**src/rtl/seg_mux_scheduler.sv**
```systemverilog
// Time-multiplexes the shared seven_segment decoder across two digit positions,
// blanking both anodes around every switch and snapshotting digit values once per frame.
module seg_mux_scheduler #(
  parameter int REFRESH_CYCLES = 24000,
  parameter int BLANK_CYCLES   = 240
) (
  input  logic       clk,
  input  logic       reset,
  input  logic [3:0] digit0,
  input  logic [3:0] digit1,
  input  logic       disp_en,
  output logic [3:0] num,
  output logic [1:0] anode_n,
  output logic       frame_tick
);

  localparam int MAX_DUR = (REFRESH_CYCLES > BLANK_CYCLES) ? REFRESH_CYCLES : BLANK_CYCLES;
  localparam int CNT_W   = (MAX_DUR > 1) ? $clog2(MAX_DUR) : 1;

  localparam logic [CNT_W-1:0] R_LAST = CNT_W'(REFRESH_CYCLES - 1);
  localparam logic [CNT_W-1:0] B_LAST = CNT_W'(BLANK_CYCLES - 1);

  typedef enum logic [1:0] {
    BLANK1 = 2'd0,
    DIG0   = 2'd1,
    BLANK0 = 2'd2,
    DIG1   = 2'd3
  } state_t;

  state_t           state;
  state_t           next_state;
  logic [CNT_W-1:0] count;
  logic             armed;
  logic             slot_done;
  logic [3:0]       shadow1;

  function automatic state_t succ(input state_t s);
    case (s)
      BLANK1:  return DIG0;
      DIG0:    return BLANK0;
      BLANK0:  return DIG1;
      default: return BLANK1;
    endcase
  endfunction

  function automatic logic [1:0] anode_for(input state_t s, input logic en);
    if (en && (s == DIG0)) return 2'b10;
    if (en && (s == DIG1)) return 2'b01;
    return 2'b11;
  endfunction

  // The first edge after reset release only arms the sequencer, so the
  // initial blank slot spans BLANK_CYCLES edges counted from release.
  always_comb begin
    slot_done  = 1'b0;
    next_state = state;
    if ((state == DIG0) || (state == DIG1))
      slot_done = (count == R_LAST);
    else
      slot_done = (count == B_LAST);
    if (armed && slot_done)
      next_state = succ(state);
  end

  // Digit 0 is loaded straight into num at the snapshot and num holds it
  // untouched through DIG0, so num itself serves as the digit-0 shadow.
  always_ff @(posedge clk) begin
    if (!reset) begin
      state      <= BLANK1;
      count      <= '0;
      armed      <= 1'b0;
      shadow1    <= 4'd0;
      num        <= 4'd0;
      anode_n    <= 2'b11;
      frame_tick <= 1'b0;
    end else begin
      armed      <= 1'b1;
      frame_tick <= 1'b0;
      if (armed) begin
        if (slot_done) begin
          state <= next_state;
          count <= '0;
          if (state == DIG1) begin
            shadow1    <= digit1;
            num        <= digit0;
            frame_tick <= 1'b1;
          end else if (state == DIG0) begin
            num <= shadow1;
          end
        end else begin
          count <= count + 1'b1;
        end
      end
      anode_n <= anode_for(next_state, disp_en);
    end
  end

endmodule

```
**config.mk**
```make
export PLATFORM = sky130hd
export DESIGN_NAME = seg_mux_scheduler
export DESIGN_NICKNAME = d
export VERILOG_FILES = /design/src/rtl/seg_mux_scheduler.sv
export SDC_FILE = /design/constraint.sdc
export NUM_CORES = 1
export LEC_CHECK = 0
export BUFFER_PORTS_ARGS = -buffer_cell sky130_fd_sc_hd__buf_2
export CORE_MARGIN = 3
export CORE_UTILIZATION = 55
export DETAILED_ROUTE_END_ITERATION = 8
export PLACE_DENSITY = 0.83
export SYNTH_ARGS = -nofsm -noshare
export SYNTH_HDL_FRONTEND = slang
export SYNTH_SLANG_ARGS = --single-unit
```
**constraint.sdc**
```tcl
create_clock -name clk -period 4.2 [get_ports clk]
set_input_delay 0.42 -clock clk [delete_from_list [all_inputs] [get_ports clk]]
set_output_delay 0.42 -clock clk [all_outputs]
set_load 0.01 [all_outputs]
```
==> impl_metrics.tcl, run 1 <==
set metrics [dict create \
    status "finished clean" \
    clock_path_buffers 2 \
    syn_nets 178 \
    fin_tns_setup_ns 0 \
    hold_viol_final 0 \
    nFillCells 187 \
    gp_congestion 0.835 \
    root_buffer "clkbuf_4" \
    final_cells 204 \
    cts_resized 0 \
    drc 0 \
    synth_area_per_cell_um2 8.92 \
    ys_top_cells_by_area "dfxtp_1 40%, mux2i_1 8.3%, nand2_1 6.5%" \
    crit_path_max_fanout 15 \
    netlist-cell-type-count 31 \
    clkTransAtPathRegs_ns 0.10 \
    routedWlPerCell_um 13.4 \
    synth_common_cells "29 x dfxtp_1, 25 x nand2_1, 17 x nor3_1" \
    layout-area-overhead-vs-synth_pct 12.1 \
    synthMostInstantiatedCell "dfxtp_1" \
    critical_path_arrival_ns 2.10 \
    grt_max_degree 27 \
    yosys.area.top_type "dfxtp_1" \
    cts_num_sinks 29 \
    core-area_um2 2340 \
    fin_skew_ns 0.0126 \
    ant_nets 0 \
    worst_setup_path_end_kind "flip-flop" \
    grt_first_pass_wirelength_mm 4.65 \
    hp-class "input pin to flip-flop" \
    hpwlAfterDp_mm 1.94 \
    tightest_slew_ns 0.465 \
    fin_crit_ns 1.83 \
    dr.pass1.iters 4 \
    p_leak_nw 0.619 \
    cap_violations 0 \
    overflow 0 \
    fp.dieArea_um2 3280 \
    insertion_delay_ns 0.33 \
    routed_via_density 5.77 \
    rsz0062_at_grt "no" \
    synth_top_area_share_pct 40.2 \
    start_kind "flip-flop" \
    ys_seq_area_share_pct 40.2 \
    htreeDepth 2 \
    fp.dieH_um 57.3 \
    synthesis.area_um2 1450 \
    drt_iter0_drc 41 \
    postLayoutCellArea_um2 1620 \
    powerDensity_nw_per_um2 359 \
    hold_buffers 0 \
    first_global_vias 1084 \
    crit_type "flip-flop to flip-flop" \
    via_count 1177 \
    die_w_um 57.3 \
    diodes 0 \
    yosys_warnings 0 \
    relSlewSlack_pct 69.0 \
    num_rows 17 \
    synthCells 162 \
    place_inst 196 \
    fin_crit_sh_pct 43.6 \
    ios 18 \
    setup_viol 0 \
    r2r_slack_ns 2.37 \
    antenna_found_initial 0 \
    grt_usage_pct 18.2 \
    initial_core_util_pct 61.8 \
    placed_area_um2 1520 \
    slew_violations 0 \
    post_cts_buffers 0 \
    nNetsFinal 191 \
    ys_seq_elements 29 \
    drive_above_1_share_pct 19.3 \
    port_buffers 17 \
    yosys_most_used_dff "dfxtp_1" \
    cts_buffers 5 \
    cts_tree "done" \
    wl_mm 2.73 \
    critPathRequiredTime_ns 4.47 \
    synth_edf_count 0 \
    async_reset_ff_share_pct 0 \
    vdd_drop_max_v 0.000369 \
    max_clock_freq_ghz 0.546 \
]
==> cells by family after synthesis <==
logic type               after synthesis  share of synthesized area, %
AND/OR/NAND/NOR                       76                          26.6
XOR/XNOR                              13                          7.88
AO/OA/AOI/OAI                          7                          4.24
buffers and inverters                 15                          4.33
adder cells (fa/ha/maj)                5                          4.33
multiplexers                          17                          12.5
flip-flops                            29                          40.2
==> cell usage in the layout (no fill, tap or decap), types with 6 or more instances in the layout <==
cell type / netlist / routed
buf_2: 3 / 17
dfxtp_1: 29 / 29
mux2i_1: 12 / 12
nand2_1: 25 / 25
nand3_1: 9 / 9
nand4_1: 9 / 9
nor3_1: 17 / 17
xnor2_1: 7 / 7
xor2_1: 6 / 6
==> cell type report <==
class,instances,area (um^2),area share (%)
clock inverter,3,65.1,4.02
clock buffer,5,37.5,2.32
timing repair buffer,17,85.1,5.25
tap,28,35.0,2.16
inverter,4,15.0,0.927
sequential,29,581,35.8
multi-input combinational,118,802,49.5
==> sequential cells by signal, summed over array words and instances, names as in the netlist <==
signal      count
count          15
anode_n         2
shadow1         4
num             4
armed           1
state           2
frame_tick      1
==> power by group <==
| group | switching (mW) | internal, mW |
|---|---|---|
| clock | 0.0990 | 0.184 |
| sequential | 0.00381 | 0.277 |
| combinational | 0.00980 | 0.00729 |
| total | 0.113 | 0.469 |
==> metal layers <==
layer	part of all wire (%)	global-route usage [%]	up-vias
li1	-	-	595
met1	44	22.3	545
met2	49	29.2	32
met3	5.6	7.24	5
met4	1.3	6.29	0
met5	0	0	-
==> critical path, stage by stage (launching register included) <==
cell	delay (ns)
dfxtp_1	0.42
ha_1	0.21
and4_1	0.35
nand3_1	0.18
a21oi_4	0.39
mux2i_1	0.22
==> through the flow <==
stage | setup WS (ns) | util, % | hold WS (ns) | power [mW]
2_1_floorplan | 2.43 | - | 0.432 | 0.298
3_3_place_gp | 2.45 | 64.9 | 0.442 | 0.303
3_5_place_dp | 2.39 | 64.9 | 0.452 | 0.305
4_1_cts | 2.37 | 69.3 | 0.307 | 0.587
5_1_grt | 2.21 | 69.3 | 0.326 | 0.605
6_report | 2.37 | 69.3 | 0.320 | 0.582
==> path summary, 6_finish.rpt <==
check,start,end,cells past startpoint
setup / recovery,count[0],state[1],5
setup reg to reg,count[0],state[1],5
hold reg to reg,num[0],num[0],2
hold / removal,digit1[2],shadow1[2],3
(Power assumes the default switching activity.)
==> run 2, diff against run 1 <==
--- a/config.mk
+++ b/config.mk
@@ -7,9 +7,9 @@
 export LEC_CHECK = 0
 export BUFFER_PORTS_ARGS = -buffer_cell sky130_fd_sc_hd__buf_2
 export CORE_MARGIN = 3
-export CORE_UTILIZATION = 55
+export CORE_UTILIZATION = 51
 export DETAILED_ROUTE_END_ITERATION = 8
-export PLACE_DENSITY = 0.83
+export PLACE_DENSITY = 0.81
 export SYNTH_ARGS = -nofsm -noshare
 export SYNTH_HDL_FRONTEND = slang
 export SYNTH_SLANG_ARGS = --single-unit
==> constraint.sdc (replaced) <==
create_clock -name clk -period 1.6 [get_ports clk]
set_input_delay 0.16 -clock clk [delete_from_list [all_inputs] [get_ports clk]]
set_output_delay 0.16 -clock clk [all_outputs]
set_load 0.01 [all_outputs]
==> run 2 against run 1 <==
The run now ends with negative setup slack left; setup slack got worse by 2.4 ns; sequential power rose to 2.6 times the previous value; largest cell class unchanged; first-iteration DRC count rose by 130%; largest power group unchanged; design area grew 13%; hold slack worse by 0.25 ns; clock-buffer cell count is the same; highest routed layer unchanged; combinational power rose to 3.1 times the previous value; routed wire length increased by 21%.
==> impl_metrics.tcl, run 2 (same netlist as run 1, synthesis figures left out) <==
set metrics [dict create \
    status "finished with violations" \
    violations "negative setup slack" \
    hold_viol_final 0 \
    setup_ws_ns -0.0199 \
    diodes 0 \
    fin_crit_ns 1.62 \
    cts_buffers 5 \
    worst_setup_path_end_kind "flip-flop" \
    routedWlPerCell_um 14.7 \
    setup_viol 1 \
    ant_nets 0 \
    grt_usage_pct 21.0 \
    drt_iter0_drc 96 \
    max_clock_freq_ghz 0.617 \
    num_rows 18 \
    r2r_end "anode_n[1]" \
    layout_common_cells "24 x nand2_1, 17 x nor3_1, 17 x dfxtp_1, 17 x buf_2, 15 x buf_4" \
    grt_first_pass_wirelength_mm 5.44 \
    worstPathCellList "nand3_2 -> or4_4 -> a21o_1 -> mux2_4" \
    antenna_found_initial 0 \
    r2r-start "count[12]" \
    crit_type "flip-flop to flip-flop" \
    core-area_um2 2590 \
    fin_skew_ns 0.0116 \
    hp-class "input pin to flip-flop" \
    relSlewSlack_pct 66.7 \
    layout-area-overhead-vs-synth_pct 27.1 \
    totalPowerFinal_mw 1.54 \
    clkTransAtPathRegs_ns 0.10 \
    fp.dieH_um 59.2 \
    final_common_cell "nand2_1" \
    nNetsFinal 209 \
    largest_reg_flops 15 \
    reg_top3 "count x15, num x4, shadow1 x4" \
    wl_mm 3.29 \
    root_buffer "clkbuf_4" \
    insertion_delay_ns 0.34 \
    placed_area_um2 1680 \
    die_w_um 59.2 \
    grt-busiest-layer "met2" \
    first_global_vias 1209 \
    gp_congestion 0.856 \
    ios 18 \
    via_count 1269 \
    initial_core_util_pct 55.8 \
    holdPathStages 3 \
    fp.dieArea_um2 3510 \
    htreeDepth 2 \
    r2r_cells 4 \
    powerDensity_nw_per_um2 840 \
    hold_buffers 0 \
    r2r_slack_ns -0.02 \
    crit_path_max_fanout 4 \
    grtUsageMet1_pct 24.8 \
    overflow 0 \
    start_kind "flip-flop" \
    hpwlAfterDp_mm 2.30 \
    tightest_slew_ns 0.499 \
    clock_path_buffers 2 \
    cts_tree "done" \
    p_leak_nw 0.728 \
    cp_slowest_cell "or4_4" \
    drive_above_1_share_pct 37.1 \
    place_inst 216 \
    worstHoldStart "digit1[1]" \
    vdd_drop_max_v 0.00123 \
    rsz0062_at_grt "yes" \
    final_util_pct 70.9 \
    slew_violations 0 \
    routed_via_density 5.67 \
    critical_path_arrival_ns 1.86 \
    drc 0 \
    min_delay_worst_endpoint "shadow1[1]" \
    cap_violations 0 \
    postLayoutCellArea_um2 1840 \
    port_buffers 17 \
    cts_num_sinks 29 \
    critPathRequiredTime_ns 1.84 \
    dr.pass1.iters 4 \
    final_cells 224 \
    use_met3_pct 6.54 \
    grt_max_degree 16 \
    grtUsageMet2_pct 35.3 \
    top_register "count" \
    fin_crit_sh_pct 101 \
    fin_tns_setup_ns -0.0199 \
    max_stage_delay_ns 0.53 \
]
-- run 2: changes by cell type in the layout (fill, tap and decap cells not counted), sizes merged --
cell	delta
buf	+18
-- run 2: area by class of cell --
type                            instances  area (um^2)
Clock buffer                            5         37.5
Clock inverter                          3         65.1
Fill cell                             193          753
Inverter                                4         15.0
Multi-Input combinational cell        118          841
Sequential cell                        29          601
Tap cell                               30         37.5
Timing Repair Buffer                   35          240
-- run 2: worst max path at each step --
stage / slack (ns) / startpoint / endpoint / cells after the start
after floorplan: -0.01 / count[12] / anode_n[1] / 4
after global placement: 0.05 / state[0] / shadow1[1] / 6
after detailed placement: -0.03 / count[4] / anode_n[1] / 5
after CTS: 0.003 / count[0] / anode_n[1] / 5
after global routing: -0.07 / count[12] / anode_n[1] / 4
final: -0.02 / count[12] / anode_n[1] / 4
-- run 2: repair_timing --
item | in CTS | in global routing
gates cloned | 0 | 0
endpoints found under the hold margin | 0 | 0
setup endpoints to repair | 5 | 26
pin swaps | 1 | 0
resized for setup | 3 | 17
setup buffers | 0 | 0
-- run 2: worst max-delay path, delay by kind of cell, from the launching register on --
family	cells	cell delay, ns
AOI/OAI and AO/OA	1	0.23
DFF	1	0.38
muxes	1	0.31
and+or+nand+nor	2	0.60
-- run 2: stage by stage --
stage               setup slack, ns  hold WS (ns)
detailed placement          -0.0338         0.427
floorplan                   -0.0120         0.188
global placement             0.0453         0.410
global route                -0.0654        0.0591
finish                      -0.0199        0.0689
CTS                         0.00296        0.0582
-- run 2: metal layers --
| layer | vias to the layer above | share of wire, % |
|---|---|---|
| met4 | 0 | 1.2 |
| met2 | 33 | 51 |
| met5 | - | 0 |
| met3 | 6 | 3.6 |
| met1 | 599 | 44 |
| li1 | 631 | - |
-- run 2: report_power, final --
| group | internal (mW) | total [mW] | switching, mW |
|---|---|---|---|
| logic | 0.0229 | 0.0526 | 0.0297 |
| clock network | 0.484 | 0.754 | 0.270 |
| registers | 0.728 | 0.736 | 0.00858 |
| total | 1.23 | 1.54 | 0.309 |
